$ cat src/rtl/uart_dbg_pkg.sv
// rtl/uart_dbg_pkg.sv - opcode, response and state definitions for the UART debug command master
package uart_dbg_pkg;

    localparam logic [7:0] OP_WRITE = 8'h57;
    localparam logic [7:0] OP_READ  = 8'h52;
    localparam logic [7:0] OP_START = 8'h53;

    localparam logic [7:0] RSP_OK   = 8'h4B;
    localparam logic [7:0] RSP_ERR  = 8'h3F;
    localparam logic [7:0] RSP_TMO  = 8'h45;

    typedef enum logic [2:0] {
        ST_IDLE,
        ST_ADDR,
        ST_DATA,
        ST_WR,
        ST_RD_REQ,
        ST_RD_WAIT,
        ST_START,
        ST_TX
    } state_e;

endpackage

$ cat src/rtl/dbg_resp_sender.sv
// rtl/dbg_resp_sender.sv - streams a 1..4 byte response MSB first over a valid/ready handshake
module dbg_resp_sender (
    input  logic        core_clk_25Mhz,
    input  logic        rst_n,
    input  logic        load_i,
    input  logic [31:0] bytes_i,
    input  logic [2:0]  count_i,
    input  logic        tx_ready_i,
    output logic [7:0]  tx_data_o,
    output logic        tx_valid_o,
    output logic        done_o
);

    logic [7:0]  tx_data_q;
    logic        tx_valid_q;
    logic [23:0] rest_q;
    logic [1:0]  left_q;
    logic [2:0]  pad;
    logic [31:0] aligned;
    logic        hs;

    // The payload occupies the low count_i bytes; left-align it so the first byte sits on top.
    assign pad     = 3'd4 - count_i;
    assign aligned = bytes_i << {pad, 3'b000};
    assign hs      = tx_valid_q && tx_ready_i;
    assign done_o  = hs && (left_q == 2'd0);

    assign tx_data_o  = tx_data_q;
    assign tx_valid_o = tx_valid_q;

    always_ff @(posedge core_clk_25Mhz or negedge rst_n) begin
        if (!rst_n) begin
            tx_data_q  <= 8'h00;
            tx_valid_q <= 1'b0;
            rest_q     <= 24'h0;
            left_q     <= 2'd0;
        end else if (load_i) begin
            tx_data_q  <= aligned[31:24];
            rest_q     <= aligned[23:0];
            left_q     <= 2'(count_i - 3'd1);
            tx_valid_q <= 1'b1;
        end else if (hs) begin
            if (left_q == 2'd0) begin
                tx_valid_q <= 1'b0;
            end else begin
                tx_data_q <= rest_q[23:16];
                rest_q    <= {rest_q[15:0], 8'h00};
                left_q    <= left_q - 2'd1;
            end
        end
    end

endmodule

$ cat src/rtl/uart_dbg_cmd_master.sv
// rtl/uart_dbg_cmd_master.sv - parses UART debug frames and drives the debugger register bus
module uart_dbg_cmd_master
    import uart_dbg_pkg::*;
#(
    parameter int unsigned BYTE_TIMEOUT       = 250000,
    parameter int unsigned RD_TIMEOUT         = 16,
    parameter int unsigned START_PULSE_CYCLES = 4
) (
    input  logic        core_clk_25Mhz,
    input  logic        rst_n,
    input  logic [7:0]  rx_data_i,
    input  logic        rx_valid_i,
    output logic [7:0]  tx_data_o,
    output logic        tx_valid_o,
    input  logic        tx_ready_i,
    output logic [7:0]  reg_addr_o,
    output logic [31:0] reg_wr_data_o,
    output logic        reg_wr_en_o,
    output logic        reg_rd_en_o,
    input  logic [31:0] reg_rd_data_i,
    input  logic        reg_rd_done_i,
    output logic        start_test_o,
    output logic        rx_overrun_o
);

    state_e      state_q;
    logic [31:0] timer_q;
    logic [1:0]  byte_idx_q;
    logic        is_rd_q;
    logic [23:0] wr_shift_q;
    logic [7:0]  reg_addr_q;
    logic [31:0] reg_wr_data_q;
    logic        reg_wr_en_q;
    logic        reg_rd_en_q;
    logic        start_test_q;
    logic        rx_overrun_q;

    logic        snd_load;
    logic [31:0] snd_bytes;
    logic [2:0]  snd_count;
    logic        snd_done;
    logic        busy;

    assign busy = (state_q == ST_WR) || (state_q == ST_RD_REQ) || (state_q == ST_RD_WAIT) ||
                  (state_q == ST_START) || (state_q == ST_TX);

    // Responses load the sender on the same edge the FSM enters TX.
    always_comb begin
        snd_load  = 1'b0;
        snd_bytes = 32'h0;
        snd_count = 3'd1;
        case (state_q)
            ST_IDLE: begin
                if (rx_valid_i && rx_data_i != OP_WRITE && rx_data_i != OP_READ &&
                    rx_data_i != OP_START) begin
                    snd_load  = 1'b1;
                    snd_bytes = {24'h0, RSP_ERR};
                end
            end
            ST_WR: begin
                snd_load  = 1'b1;
                snd_bytes = {24'h0, RSP_OK};
            end
            ST_RD_REQ, ST_RD_WAIT: begin
                if (reg_rd_done_i) begin
                    snd_load  = 1'b1;
                    snd_bytes = reg_rd_data_i;
                    snd_count = 3'd4;
                end else if (state_q == ST_RD_WAIT && timer_q == 32'(RD_TIMEOUT)) begin
                    snd_load  = 1'b1;
                    snd_bytes = {24'h0, RSP_TMO};
                end
            end
            ST_START: begin
                if (timer_q == 32'(START_PULSE_CYCLES)) begin
                    snd_load  = 1'b1;
                    snd_bytes = {24'h0, RSP_OK};
                end
            end
            default: ;
        endcase
    end

    always_ff @(posedge core_clk_25Mhz or negedge rst_n) begin
        if (!rst_n) begin
            state_q       <= ST_IDLE;
            timer_q       <= 32'h0;
            byte_idx_q    <= 2'd0;
            is_rd_q       <= 1'b0;
            wr_shift_q    <= 24'h0;
            reg_addr_q    <= 8'h00;
            reg_wr_data_q <= 32'h0;
            reg_wr_en_q   <= 1'b0;
            reg_rd_en_q   <= 1'b0;
            start_test_q  <= 1'b0;
            rx_overrun_q  <= 1'b0;
        end else begin
            reg_wr_en_q <= 1'b0;
            reg_rd_en_q <= 1'b0;
            if (rx_valid_i && busy) begin
                rx_overrun_q <= 1'b1;
            end
            case (state_q)
                ST_IDLE: begin
                    if (rx_valid_i) begin
                        timer_q <= 32'h0;
                        case (rx_data_i)
                            OP_WRITE: begin is_rd_q <= 1'b0; state_q <= ST_ADDR; end
                            OP_READ:  begin is_rd_q <= 1'b1; state_q <= ST_ADDR; end
                            OP_START: begin
                                start_test_q <= 1'b1;
                                timer_q      <= 32'h1;
                                state_q      <= ST_START;
                            end
                            default:  state_q <= ST_TX;
                        endcase
                    end
                end
                ST_ADDR: begin
                    if (rx_valid_i) begin
                        reg_addr_q <= rx_data_i;
                        timer_q    <= 32'h0;
                        byte_idx_q <= 2'd0;
                        if (is_rd_q) begin
                            reg_rd_en_q <= 1'b1;
                            state_q     <= ST_RD_REQ;
                        end else begin
                            state_q <= ST_DATA;
                        end
                    end else if (timer_q == 32'(BYTE_TIMEOUT)) begin
                        state_q <= ST_IDLE;
                    end else begin
                        timer_q <= timer_q + 32'h1;
                    end
                end
                ST_DATA: begin
                    if (rx_valid_i) begin
                        timer_q    <= 32'h0;
                        wr_shift_q <= {wr_shift_q[15:0], rx_data_i};
                        byte_idx_q <= byte_idx_q + 2'd1;
                        if (byte_idx_q == 2'd3) begin
                            reg_wr_data_q <= {wr_shift_q, rx_data_i};
                            reg_wr_en_q   <= 1'b1;
                            state_q       <= ST_WR;
                        end
                    end else if (timer_q == 32'(BYTE_TIMEOUT)) begin
                        state_q <= ST_IDLE;
                    end else begin
                        timer_q <= timer_q + 32'h1;
                    end
                end
                ST_WR: state_q <= ST_TX;
                ST_RD_REQ: begin
                    timer_q <= 32'h1;
                    state_q <= reg_rd_done_i ? ST_TX : ST_RD_WAIT;
                end
                ST_RD_WAIT: begin
                    if (reg_rd_done_i || timer_q == 32'(RD_TIMEOUT)) begin
                        state_q <= ST_TX;
                    end else begin
                        timer_q <= timer_q + 32'h1;
                    end
                end
                ST_START: begin
                    if (timer_q == 32'(START_PULSE_CYCLES)) begin
                        start_test_q <= 1'b0;
                        state_q      <= ST_TX;
                    end else begin
                        timer_q <= timer_q + 32'h1;
                    end
                end
                ST_TX: begin
                    if (snd_done) begin
                        state_q <= ST_IDLE;
                    end
                end
                default: state_q <= ST_IDLE;
            endcase
        end
    end

    dbg_resp_sender u_sender (
        .core_clk_25Mhz (core_clk_25Mhz),
        .rst_n          (rst_n),
        .load_i         (snd_load),
        .bytes_i        (snd_bytes),
        .count_i        (snd_count),
        .tx_ready_i     (tx_ready_i),
        .tx_data_o      (tx_data_o),
        .tx_valid_o     (tx_valid_o),
        .done_o         (snd_done)
    );

    assign reg_addr_o    = reg_addr_q;
    assign reg_wr_data_o = reg_wr_data_q;
    assign reg_wr_en_o   = reg_wr_en_q;
    assign reg_rd_en_o   = reg_rd_en_q;
    assign start_test_o  = start_test_q;
    assign rx_overrun_o  = rx_overrun_q;

endmodule

$ cat config.mk
export PLATFORM = sky130hd
export DESIGN_NAME = uart_dbg_cmd_master
export DESIGN_NICKNAME = d
export VERILOG_FILES = /design/src/rtl/uart_dbg_pkg.sv /design/src/rtl/dbg_resp_sender.sv /design/src/rtl/uart_dbg_cmd_master.sv
export SDC_FILE = /design/constraint.sdc
export NUM_CORES = 1
export LEC_CHECK = 0
export CAP_MARGIN = 0
export CORE_UTILIZATION = 50
export CTS_CLUSTER_SIZE = 28
export DETAILED_ROUTE_END_ITERATION = 8
export PLACE_DENSITY = 0.74
export REMOVE_ABC_BUFFERS = 1
export SKIP_LAST_GASP = 1
export SLEW_MARGIN = 20
export SYNTH_ARGS = -nofsm -noshare
export SYNTH_HDL_FRONTEND = slang
export SYNTH_SLANG_ARGS = --single-unit
$ cat constraint.sdc
create_clock -name core_clk_25Mhz -period 3.56 [get_ports core_clk_25Mhz]
set_input_delay 0.534 -clock core_clk_25Mhz [delete_from_list [all_inputs] [get_ports core_clk_25Mhz]]
set_output_delay 0.534 -clock core_clk_25Mhz [all_outputs]
set_load 0.02 [all_outputs]
==> metrics.md <==
| Metric | Value |
|---|---|
| Top-area cell type share of the netlist area | `0.517` |
| Metal2 WL | `around 7600 µm` |
| Vias in the first global route | `~5200` |
| Clk slew on worst S/H paths | `0.06 ns` |
| Wl on met1 | `7190 µm` |
| Final Core Density | `0.640` |
| Routed Antenna Nets | `0` |
| TritonCTS sink count | `between 100 and 150` |
| Total congestion overflow | `0` |
| Fin. Hold Viols | `0` |
| Die Y | `119 µm` |
| Width of the die | `119 µm` |
| Top-count cell post-synth | `dfrtp_1` |
| HP Class | `in -> async` |
| P_leak | `3.75 nW` |
| Port Buffers | `97` |
| Initial antenna violation count | `0` |
| Core Footprint | `around 0.013 mm²` |
| Slew Limit Fails | `0` |
| Post-Syn Area | `0.00683 mm²` |
| Via density | `about 6.0` |
| Post-layout nets | `761` |
| Final WL | `about 16000 µm` |
| Commonest cells post-synth | `dfrtp_1 (141), mux2_2 (64), nand2_1 (57), o31ai_1 (47), nor2_1 (35)` |
| Layout cells sized above 1 | `0.164` |
| Ys Warns | `0` |
| Area delta synth->final | `24.7%` |
| Worst-margin pin slew | `between 0.9 and 1 ns` |
| # Max-Cap Violations | `0` |
| CP Launch Type | `register` |
| Area leader, netlist | `dfrtp_1` |
| Starting Density | `0.514` |
| Pre-antenna DRT Iters | `6` |
| Rows | `42` |
| Setup bufs post-CTS | `0` |
| Worst path arrival time | `between 3 and 4 ns` |
| Worst hold margin | `0.187 ns` |
| Peak supply drop | `441 µV` |
| Post-Syn Area per Cell | `10.9 µm²` |
| Ys flop type | `dfrtp_1` |
| Die footprint | `0.0141 mm²` |
| Latest clock arrival within the worst-skew pair | `0.42 ns` |
| Top Metal Used | `met4` |
| CTS tree | `yes` |
| Critical path endpoint category | `register` |
| Filler cell count in the final layout | `around 1000` |
| Crit path time final | `2.83 ns` |
| Async SR Flop Fraction | `1.00` |
| H-Tree Level Count | `4` |
| Final setup viols | `0` |
| ANT cells | `0` |
| Routed vias | `5372` |
| Metal3 WL | `696 µm` |
| Largest net degree at the start of global routing | `93` |
| Tcrit/Tclk final | `0.795` |
| PD cells | `769 mW/mm²` |
| Synth area leaders | `dfrtp_1 (52%), mux2_2 (11%), o31ai_1 (5.2%), nand2_1 (3.1%), mux2i_1 (2.6%)` |
| Total Routing Usage GR | `0.236` |
| Status | `completed` |
| Clk Tree Root Cell | `clkbuf_16` |
| Routed WL per cell | `around 17 µm` |
| Detailed placement HPWL | `10300 µm` |
| DRC viols | `0` |
| Max Fanout on Critical Path | `19` |
| Cells after synthesis | `between 600 and 700` |
| Number of DRC markers in iteration 0 | `between 400 and 500` |
| RSZ-0062 raised after global routing | `no` |
| I/O Pins | `slightly below 100` |
| GPL Wtd Cong | `0.846` |
| First-pass GRT wire length | `26300 µm` |
| CTS-repair resized insts | `0` |
| Fmax | `0.353 GHz` |
| CTS max path bufs | `2` |
| Worst path required time | `3.84 ns` |
| Critical path class | `reg -> reg` |
| Clock buffer count from CTS | `17` |
| CTS Hold Bufs | `0` |
| Number of synthesized register bits | `between 100 and 150` |
| EDFF count, synth | `0` |
| Number of distinct library cells after synthesis | `61` |
| Sequential area share after synthesis | `0.517` |
| Setup Skew | `0.00884 ns` |
| Relative slew slack | `0.373` |
[layer usage]
layer  track usage  vias to the layer above
met5             0                        -
met4        0.0902                        0
met3        0.0489                       16
met2         0.368                      195
met1         0.325                     2661
li1              -                     2500
[placed cells by master, fill, tap and decap left out, drive strengths merged, types with 2 or more instances in the layout]
cell type / count
nor4: 9
and3: 7
a31oi: 13
nand4: 8
inv: 11
nand3: 18
ha: 3
and4: 3
o41ai: 9
o22ai: 3
a21oi: 22
nor2: 35
nand2b: 11
clkinvlp: 2
dfrtp: 141
o32a: 3
nor3: 13
o21ai: 37
clkbuf: 21
mux2: 64
a211oi: 4
nand2: 57
clkinv: 3
nor2b: 6
bufinv: 3
nor3b: 2
o2bb2ai: 3
or2: 4
o31ai: 47
buf: 11
clkdlybuf4s50: 96
mux2i: 18
a22o: 11
o21a: 3
and2: 6
a32o: 2
nor4b: 2
[where the power goes]
part           leakage [nW]  switching [mW]  internal (mW)
logic                  1.60            1.32           1.04
registers              1.85           0.336           2.02
clock network         0.292           0.671           1.15
[critical path: stages (launching register included)]
cell      delay, ns
dfrtp_1        0.43
nor4_1         0.46
nand4b_1       0.34
nor4_1         0.48
nor2_1         0.28
nand2_1        0.48
o21ai_0        0.20
[worst paths after layout]
kind / start / end / slack [ns] / cells past startpoint
worst max-delay path: timer_q[28]$_DFFE_PN0P_ / u_sender.rest_q[13]$_DFFE_PN0P_ / 0.73 / 6
worst min register to register: rx_overrun_o$_DFFE_PN0P_ / rx_overrun_o$_DFFE_PN0P_ / 0.48 / 1
worst min-delay path: rst_n / wr_shift_q[0]$_DFFE_PN0P_ / 0.19 / 1
worst max register to register: timer_q[28]$_DFFE_PN0P_ / u_sender.rest_q[13]$_DFFE_PN0P_ / 0.73 / 6
max in group asynchronous: rst_n / reg_wr_data_o[16]$_DFFE_PN0P_ / 2.64 / 2
min in group core_clk_25Mhz: rx_overrun_o$_DFFE_PN0P_ / rx_overrun_o$_DFFE_PN0P_ / 0.48 / 1
[flip-flops by register name (all words and copies together), names as in the netlist, 2 cells and up]
name / flops
wr_shift_q: 24
u_sender.left_q: 2
reg_wr_data_o: 32
byte_idx_q: 2
state_q: 3
timer_q: 32
u_sender.tx_data_o: 8
reg_addr_o: 8
u_sender.rest_q: 24
[cell families (layout without fill, tap and decap cells)]
kind of cell               after synthesis  after routing  synth area share
adders and majority gates                3              3           0.00550
and+or+nand+nor                        184            184             0.143
DFF                                    141            141             0.517
AOI/OAI and AO/OA                      167            167             0.167
buffers and inverters                   50            147            0.0356
muxes                                   82             82             0.132
[per-stage QoR]
step / worst slack, ns / instance area (µm²) / power (mW) / TNS, ns / std cells
floorplan: -0.00138 / 6620 / 3.84 / -0.0428 / 587
global placement: 0.531 / 7910 / 4.63 / 0 / 870
detailed placement: 0.391 / 7910 / 4.73 / 0 / 870
CTS: 0.700 / 8510 / 6.57 / 0 / 900
global route: 0.417 / 8510 / 6.92 / 0 / 900
finish: 0.730 / 8510 / 6.54 / 0 / 900
[cell type report]
class,count,area (µm²),area share
flip-flops and latches,141,3530,0.414
multi-input cells,436,3060,0.360
repair buffers,107,1060,0.124
clock buffers,21,470,0.0553
well taps,176,220,0.0259
clock inverters,9,136,0.0160
inverters,10,37.5,0.00441
Note: power is estimated with default switching activity, not from simulation.
